$ cat src/rtl/sync_tx_arbiter.sv
// Round-robin scheduler sharing one 4-bit enable-qualified CDC synchronizer
// between NREQ requesters; paces sync_en high/low so the far side sees every transfer.
module sync_tx_arbiter #(
  parameter int NREQ     = 4,
  parameter int HOLD_CYC = 3,
  parameter int GAP_CYC  = 3
) (
  input  logic              clk_a,
  input  logic              arstn,
  input  logic [NREQ-1:0]   req,
  input  logic [4*NREQ-1:0] req_data,
  output logic [NREQ-1:0]   grant,
  output logic              busy,
  output logic [3:0]        sync_data,
  output logic              sync_en
);

  localparam int MAXC = (HOLD_CYC > GAP_CYC) ? HOLD_CYC : GAP_CYC;
  localparam int CW   = ($clog2(MAXC) < 1) ? 1 : $clog2(MAXC);
  localparam int LW   = (NREQ > 1) ? $clog2(NREQ) : 1;
  localparam int unsigned N = NREQ;

  localparam logic [CW-1:0] HOLD_LD  = CW'(HOLD_CYC - 1);
  localparam logic [CW-1:0] GAP_LD   = CW'(GAP_CYC - 1);
  localparam logic [LW-1:0] LAST_RST = LW'(NREQ - 1);
  localparam logic [LW:0]   N_EXT    = (LW+1)'(NREQ);

  typedef enum logic [1:0] {IDLE, HOLD, GAP} state_t;

  state_t          state, state_n;
  logic [CW-1:0]   cnt, cnt_n;
  logic [LW-1:0]   last, last_n, sel;
  logic [LW:0]     idx;
  logic            found;
  logic [NREQ-1:0] grant_n;
  logic [3:0]      data_n;
  logic            en_n;

  // Scan last+1 .. last+NREQ with wrap; the extra idx bit absorbs the overflow
  // before the modulo subtract so no divider is needed.
  always_comb begin
    sel   = last;
    found = 1'b0;
    idx   = '0;
    for (int unsigned off = 1; off <= N; off++) begin
      idx = {1'b0, last} + off[LW:0];
      if (idx >= N_EXT) idx = idx - N_EXT;
      if (!found && req[idx[LW-1:0]]) begin
        found = 1'b1;
        sel   = idx[LW-1:0];
      end
    end
  end

  always_comb begin
    state_n = state;
    cnt_n   = cnt;
    last_n  = last;
    data_n  = sync_data;
    en_n    = sync_en;
    grant_n = '0;
    unique case (state)
      IDLE: begin
        if (found) begin
          data_n  = 4'(req_data >> {sel, 2'b00});
          en_n    = 1'b1;
          grant_n = NREQ'(1) << sel;
          last_n  = sel;
          cnt_n   = HOLD_LD;
          state_n = HOLD;
        end
      end
      HOLD: begin
        if (cnt != '0) begin
          cnt_n = cnt - 1'b1;
        end else begin
          en_n    = 1'b0;
          cnt_n   = GAP_LD;
          state_n = GAP;
        end
      end
      GAP: begin
        if (cnt != '0) cnt_n = cnt - 1'b1;
        else           state_n = IDLE;
      end
      default: state_n = IDLE;
    endcase
  end

  always_ff @(posedge clk_a or negedge arstn) begin
    if (!arstn) begin
      state     <= IDLE;
      cnt       <= '0;
      last      <= LAST_RST;
      sync_data <= '0;
      sync_en   <= 1'b0;
      grant     <= '0;
    end else begin
      state     <= state_n;
      cnt       <= cnt_n;
      last      <= last_n;
      sync_data <= data_n;
      sync_en   <= en_n;
      grant     <= grant_n;
    end
  end

  assign busy = (state != IDLE);

endmodule

$ cat config.mk
export PLATFORM = sky130hd
export DESIGN_NAME = sync_tx_arbiter
export DESIGN_NICKNAME = d
export VERILOG_FILES = /design/src/rtl/sync_tx_arbiter.sv
export SDC_FILE = /design/constraint.sdc
export NUM_CORES = 1
export LEC_CHECK = 0
export BUFFER_PORTS_ARGS = -buffer_cell sky130_fd_sc_hd__buf_2
export CELL_PAD_IN_SITES_DETAIL_PLACEMENT = 0
export CELL_PAD_IN_SITES_GLOBAL_PLACEMENT = 1
export CORE_MARGIN = 8
export CORE_UTILIZATION = 30
export CTS_CLUSTER_SIZE = 8
export DETAILED_ROUTE_END_ITERATION = 10
export GPL_ROUTABILITY_DRIVEN = 0
export HOLD_SLACK_MARGIN = 0.08
export PLACE_DENSITY = 0.66
export SETUP_SLACK_MARGIN = 0.2
export SYNTH_ARGS = -nofsm -noshare
export SYNTH_HDL_FRONTEND = slang
export SYNTH_SLANG_ARGS = --single-unit
$ cat constraint.sdc
create_clock -name clk_a -period 1.6 [get_ports clk_a]
set_input_delay 0.32 -clock clk_a [delete_from_list [all_inputs] [get_ports clk_a]]
set_output_delay 0.32 -clock clk_a [all_outputs]
set_load 0.01 [all_outputs]
**After elaboration in Yosys (flattened, before gate mapping)**

Cells that the tools add are included.

- Output and inout port bits: 10
- Register bits after elaboration: 15
- Input port bits: 22

- Reduce and logical (&&, ||, !) cells: 15
- Mux-type cells: 33
- Order comparisons: 8
- Shift operators: 2
- Add/subtract/negate cells: 9
- Eq/ne operators: 6

Operators with widths:

| kind | number |
|---|---|
| $mux W2 | 14 |
| $shr A16 B4 Y4 | 1 |
| $ge A3 B3 Y1 const B | 4 |
| $lt A2 B3 Y1 const B | 4 |
| $pmux W2 S3 | 2 |
| $mux W1 | 10 |
| $sub A2 B1 Y2 const B | 5 |
| $reduce_and A3 Y1 | 3 |
| $bmux W1 S2 | 4 |
| $mux W4 | 2 |
| $ne A2 B2 Y1 const B | 4 |
| $add A2 B2 Y3 const B | 2 |
| $reduce_bool A2 Y1 | 3 |
| $shl A1 B2 Y4 const A | 1 |
| $add A2 B1 Y3 const B | 1 |
| $add A2 B3 Y3 const B | 1 |
| $logic_and A1 B1 Y1 | 3 |
| $logic_not A1 Y1 | 3 |
| $reduce_bool A3 Y1 | 1 |
| $eq A2 B1 Y1 const B | 1 |
| $eq A2 B2 Y1 const B | 1 |
| $logic_not A2 Y1 | 1 |
| $pmux W1 S2 | 1 |
| $reduce_and A2 Y1 | 1 |

**Depth between registers and ports, before layout**

- Depth after elaboration: 18
- Gate-level depth with buffers: 7
- Depth with buffers taken out: 6

**Worst setup path after synthesis**

No wires, ideal clock.

- Path type: reg-to-reg
- Start: register last[1]
- End: register sync_data[0]
- Stages on the path, launching flop included: 7
- Setup time: 0.136 ns
- Arrival: 1.526 ns
- Setup slack: -0.062 ns
- Period minus slack after synthesis: 1.662 ns
- Buffers on the path: 1
- Path through: dfstp_2 buf_6 nor2_1 o21a_4 nor3_4 mux2i_1 o211ai_1

- Cells in the longest elaborated chain, start to end: 16

RTL lines:

| item | RTL line | RTL |
|---|---|---|
| from (decl) | 32 | `logic [LW-1:0] last, last_n, sel;` |
| from (signal assigned) | 101 | `last <= last_n;` |
| $add A2 B1 Y3 | 46 | `idx = {1'b0, last} + off[LW:0];` |
| $ge A3 B3 Y1 / $sub A2 B1 Y2 (equally long branches) | 47 | `if (idx >= N_EXT) idx = idx - N_EXT;` |
| $mux W2 | 47 |  |
| $bmux W1 S2 | 48 | `if (!found && req[idx[LW-1:0]]) begin` |
| $mux W1 (not written as such) | 48 |  |
| $mux W1 | 48 |  |
| $logic_not A1 Y1 | 48 |  |
| $logic_and A1 B1 Y1 | 48 |  |
| $mux W1 | 48 |  |
| $logic_not A1 Y1 | 48 |  |
| $logic_and A1 B1 Y1 | 48 |  |
| $mux W1 | 48 |  |
| $logic_not A1 Y1 | 48 |  |
| $logic_and A1 B1 Y1 | 48 |  |
| $mux W2 / $mux W1 (equally long branches) | 48 |  |
| $shr A16 B4 Y4 / $reduce_and A2 Y1 (equally long branches) | -- |  |
| to (signal assigned) | 102 | `sync_data <= data_n;` |
| to (decl) | 14 | `output logic [3:0] sync_data,` |

Several ways; a longest one is shown, not always the timed one. The select of a mux whose other input is x is not followed.
A chain may end at the register's enable or synchronous reset.

**Worst setup path after layout**

- Start: register last[0]
- End: register sync_data[0]

The elaborated chain is that of the path after synthesis.

==> results.py <==
metrics = {
    "critical_path": {
        "cp-start-kind": "flop",
        "worstPathRequired_ns": 1.75,
        "crit_path_end_kind": "flop",
        "crit_fanout": 7,
        "arrival_ns": 1.93,
        "critPathKind": "reg2reg",
    },
    "yosys": {
        "synth_top_area_share_pct": 30.8,
        "synth_edf_count": 0,
        "synth_seq_area_share_pct": 35.8,
        "synth_ff_type": "dfrtp_1",
        "synthDistinctLibCells": 34,
        "synthCells": 111,
        "synthArstFlopShare_pct": 100,
        "ys_ff_latch": 15,
        "synthTopCellsByCount": "dfrtp_1, nand2_1, inv_1, o21ai_0, a21oi_1",
        "synth_nets": 139,
        "avgSynthCellArea_um2": 9.50,
        "yosysMostFrequentCell": "dfrtp_1",
        "synth_area_leader_cell": "dfrtp_1",
        "yosysWarnings": 0,
        "syn_area_mm2": 0.00105,
        "synth_area_leaders": "dfrtp_1, ha_1, dfstp_2",
    },
    "cts": {
        "clkSlewWorstSetupHoldPaths_ns": 0.09,
        "clkLatencyLatePin_ns": 0.28,
        "cts_tree": "done",
        "root_buffer": "clkbuf_4",
        "cts_max_level": 1,
        "cts_made_buffers": 3,
        "cts_max_path_buffers": 2,
        "clock-sinks": 15,
    },
    "power_and_ir_drop": {
        "powerDensity_mw_per_mm2": 1830,
        "swShare_pct": 42.1,
        "intPower_mw": 1.86,
        "ir_worst_vdd_mv": 0.816,
        "switching_power_mw": 1.35,
        "seq_power_share_pct": 21.4,
        "p_leak_nw": 0.803,
        "pwr-share-clk_pct": 6.7,
        "p_total_mw": 3.21,
        "comb_power_share_pct": 71.9,
    },
    "finish": {
        "syn_to_final_growth_pct": 66.5,
        "finalCoreUtilization_pct": 52.2,
        "final_cell_area_mm2": 0.00176,
        "nNetsFinal": 206,
        "num_antenna_cells": 0,
        "final_cells": 223,
        "fillers": 324,
        "drive_gt1_share_pct": 55.9,
    },
    "sta": {
        "whs_ns": 0.359,
        "rsz0062_at_grt": "true",
        "tightest_slew_ns": 0.422,
        "finalCritPeriodShare_pct": 111,
        "hold_violations": 0,
        "slew_headroom_pct": 71.9,
        "postLayoutSetupSlackWorst_ns": -0.172,
        "slew_viol_final": 0,
        "clock_skew_ns": 0.00733,
        "setup_tns_ns": -0.778,
        "fmax_ghz": 0.564,
        "final-setup-viol-count": 8,
        "finalCriticalPeriod_ns": 1.77,
    },
    "detailed_routing": {
        "wl_mm": 3.22,
        "drtIter0Drc": 29,
        "viasPerCell": 4.97,
        "drc_errors": 0,
        "ant_nets": 0,
        "first_pass_iters": 4,
        "vias": 1108,
        "post_drt_wl_per_cell_um": 14.4,
    },
    "placed_design": {
        "place_ws_ns": -0.184,
        "placedCellCount": 202,
        "portBuffers": 31,
        "placed_cell_area_mm2": 0.00142,
        "post-dp-hpwl_mm": 2.26,
    },
    "die": {
        "core_mm2": 0.00336,
        "ioPinCount": 32,
        "die_w_um": 75.3,
        "fp-row-count": 21,
        "die_area_mm2": 0.00567,
        "start_util_pct": 31.4,
        "die_h_um": 75.3,
    },
    "hold_path": {
        "hp-class": "in2reg",
    },
    "grt": {
        "grt_max_degree": 16,
        "grt_pass1_wl_mm": 5.15,
        "track_usage_pct": 11.9,
        "grt_pass1_vias": 1158,
        "antenna_found_initial": 0,
        "gr-total-overflow": 0,
    },
    "outcome": {
        "violations": "negative setup slack",
        "status": "complete, but fails checks",
    },
    "run": {
        "maxCapViolCount": 0,
    },
}
## cells by family (layout without fill, tap and decap cells)
group / Yosys count / in the layout / synth area share (%)
AOI/OAI and AO/OA: 38 / 38 / 26.6
xor gates and xnor gates: 1 / 1 / 0.831
adders and majority gates: 6 / 6 / 7.12
buffers and inverters: 12 / 78 / 5.46
DFF: 15 / 15 / 35.8
muxes: 4 / 4 / 3.80
and+or+nand+nor: 35 / 35 / 20.4
## cell type report
cell class / count / area [µm²] / share of cell area (%)
Tap cell: 46 / 57.6 / 3.28
Inverter: 9 / 36.3 / 2.07
Clock inverter: 1 / 5.00 / 0.285
Sequential cell: 15 / 378 / 21.5
Timing Repair Buffer: 65 / 498 / 28.3
Multi-Input combinational cell: 84 / 759 / 43.2
Clock buffer: 3 / 22.5 / 1.28
## state kept, by name, indices dropped and copies added, names as in the netlist
register,count
grant,4
sync_data,4
state,2
sync_en,1
last,2
cnt,2
## critical path, cell delays in order (launching register included)
cell       delay [ns]
dfstp_2          0.40
buf_6            0.12
or3b_4           0.37
a2111oi_4        0.35
a311oi_4         0.11
o21ai_1          0.17
o211ai_1         0.12
## worst paths after layout
check | cells past startpoint | slack (ns) | to | from
hold reg to reg | 2 | 0.51 | sync_data[0] | sync_data[0]
hold / removal | 3 | 0.36 | sync_data[3] | req_data[15]
max in group asynchronous | 2 | 0.86 | last[1] | arstn
setup reg to reg | 6 | -0.17 | sync_data[0] | last[0]
setup / recovery | 6 | -0.17 | sync_data[0] | last[0]
min in group asynchronous | 2 | 0.45 | grant[1] | arstn
## layout by cell type, fill, tap and decap left out, drive strengths merged, types with 2 or more instances in the layout
cell type and n:
buf 64, dfrtp 13, o21ai 13, nand2 11, inv 9, a21oi 8, nor2 7, o211ai 6
ha 6, mux2i 4, and4 4, o31a 4, nand2b 4, clkbuf 3, nand3b 2, dfstp 2
nor2b 2, nor4 2
## layer usage
metal | vias up | GRT usage [%] | routed length (µm)
met5 | - | 0 | 0
met2 | 41 | 20.6 | 1570
met1 | 521 | 13.1 | 1370
met4 | 0 | 3.20 | 72
li1 | 538 | - | -
met3 | 8 | 4.74 | 204
## power by group through the flow
stage	clock, mW	sequential, mW	combinational (mW)
finish	0.215	0.687	2.30
global route	0.246	0.710	2.49
CTS	0.227	0.686	2.00
detailed placement	0	0.712	1.51
global placement	0	0.709	1.48
floorplan	0	0.703	1.02
## what timing repair did
action,4_1_cts,5_1_grt
pin swaps,9,15
hold buffers,1,0
buffers inserted,10,6
resized for setup,25,19
endpoints found under the setup margin,13,14
endpoints found under the hold margin,13,0
Power figures use the tool's default switching activity.
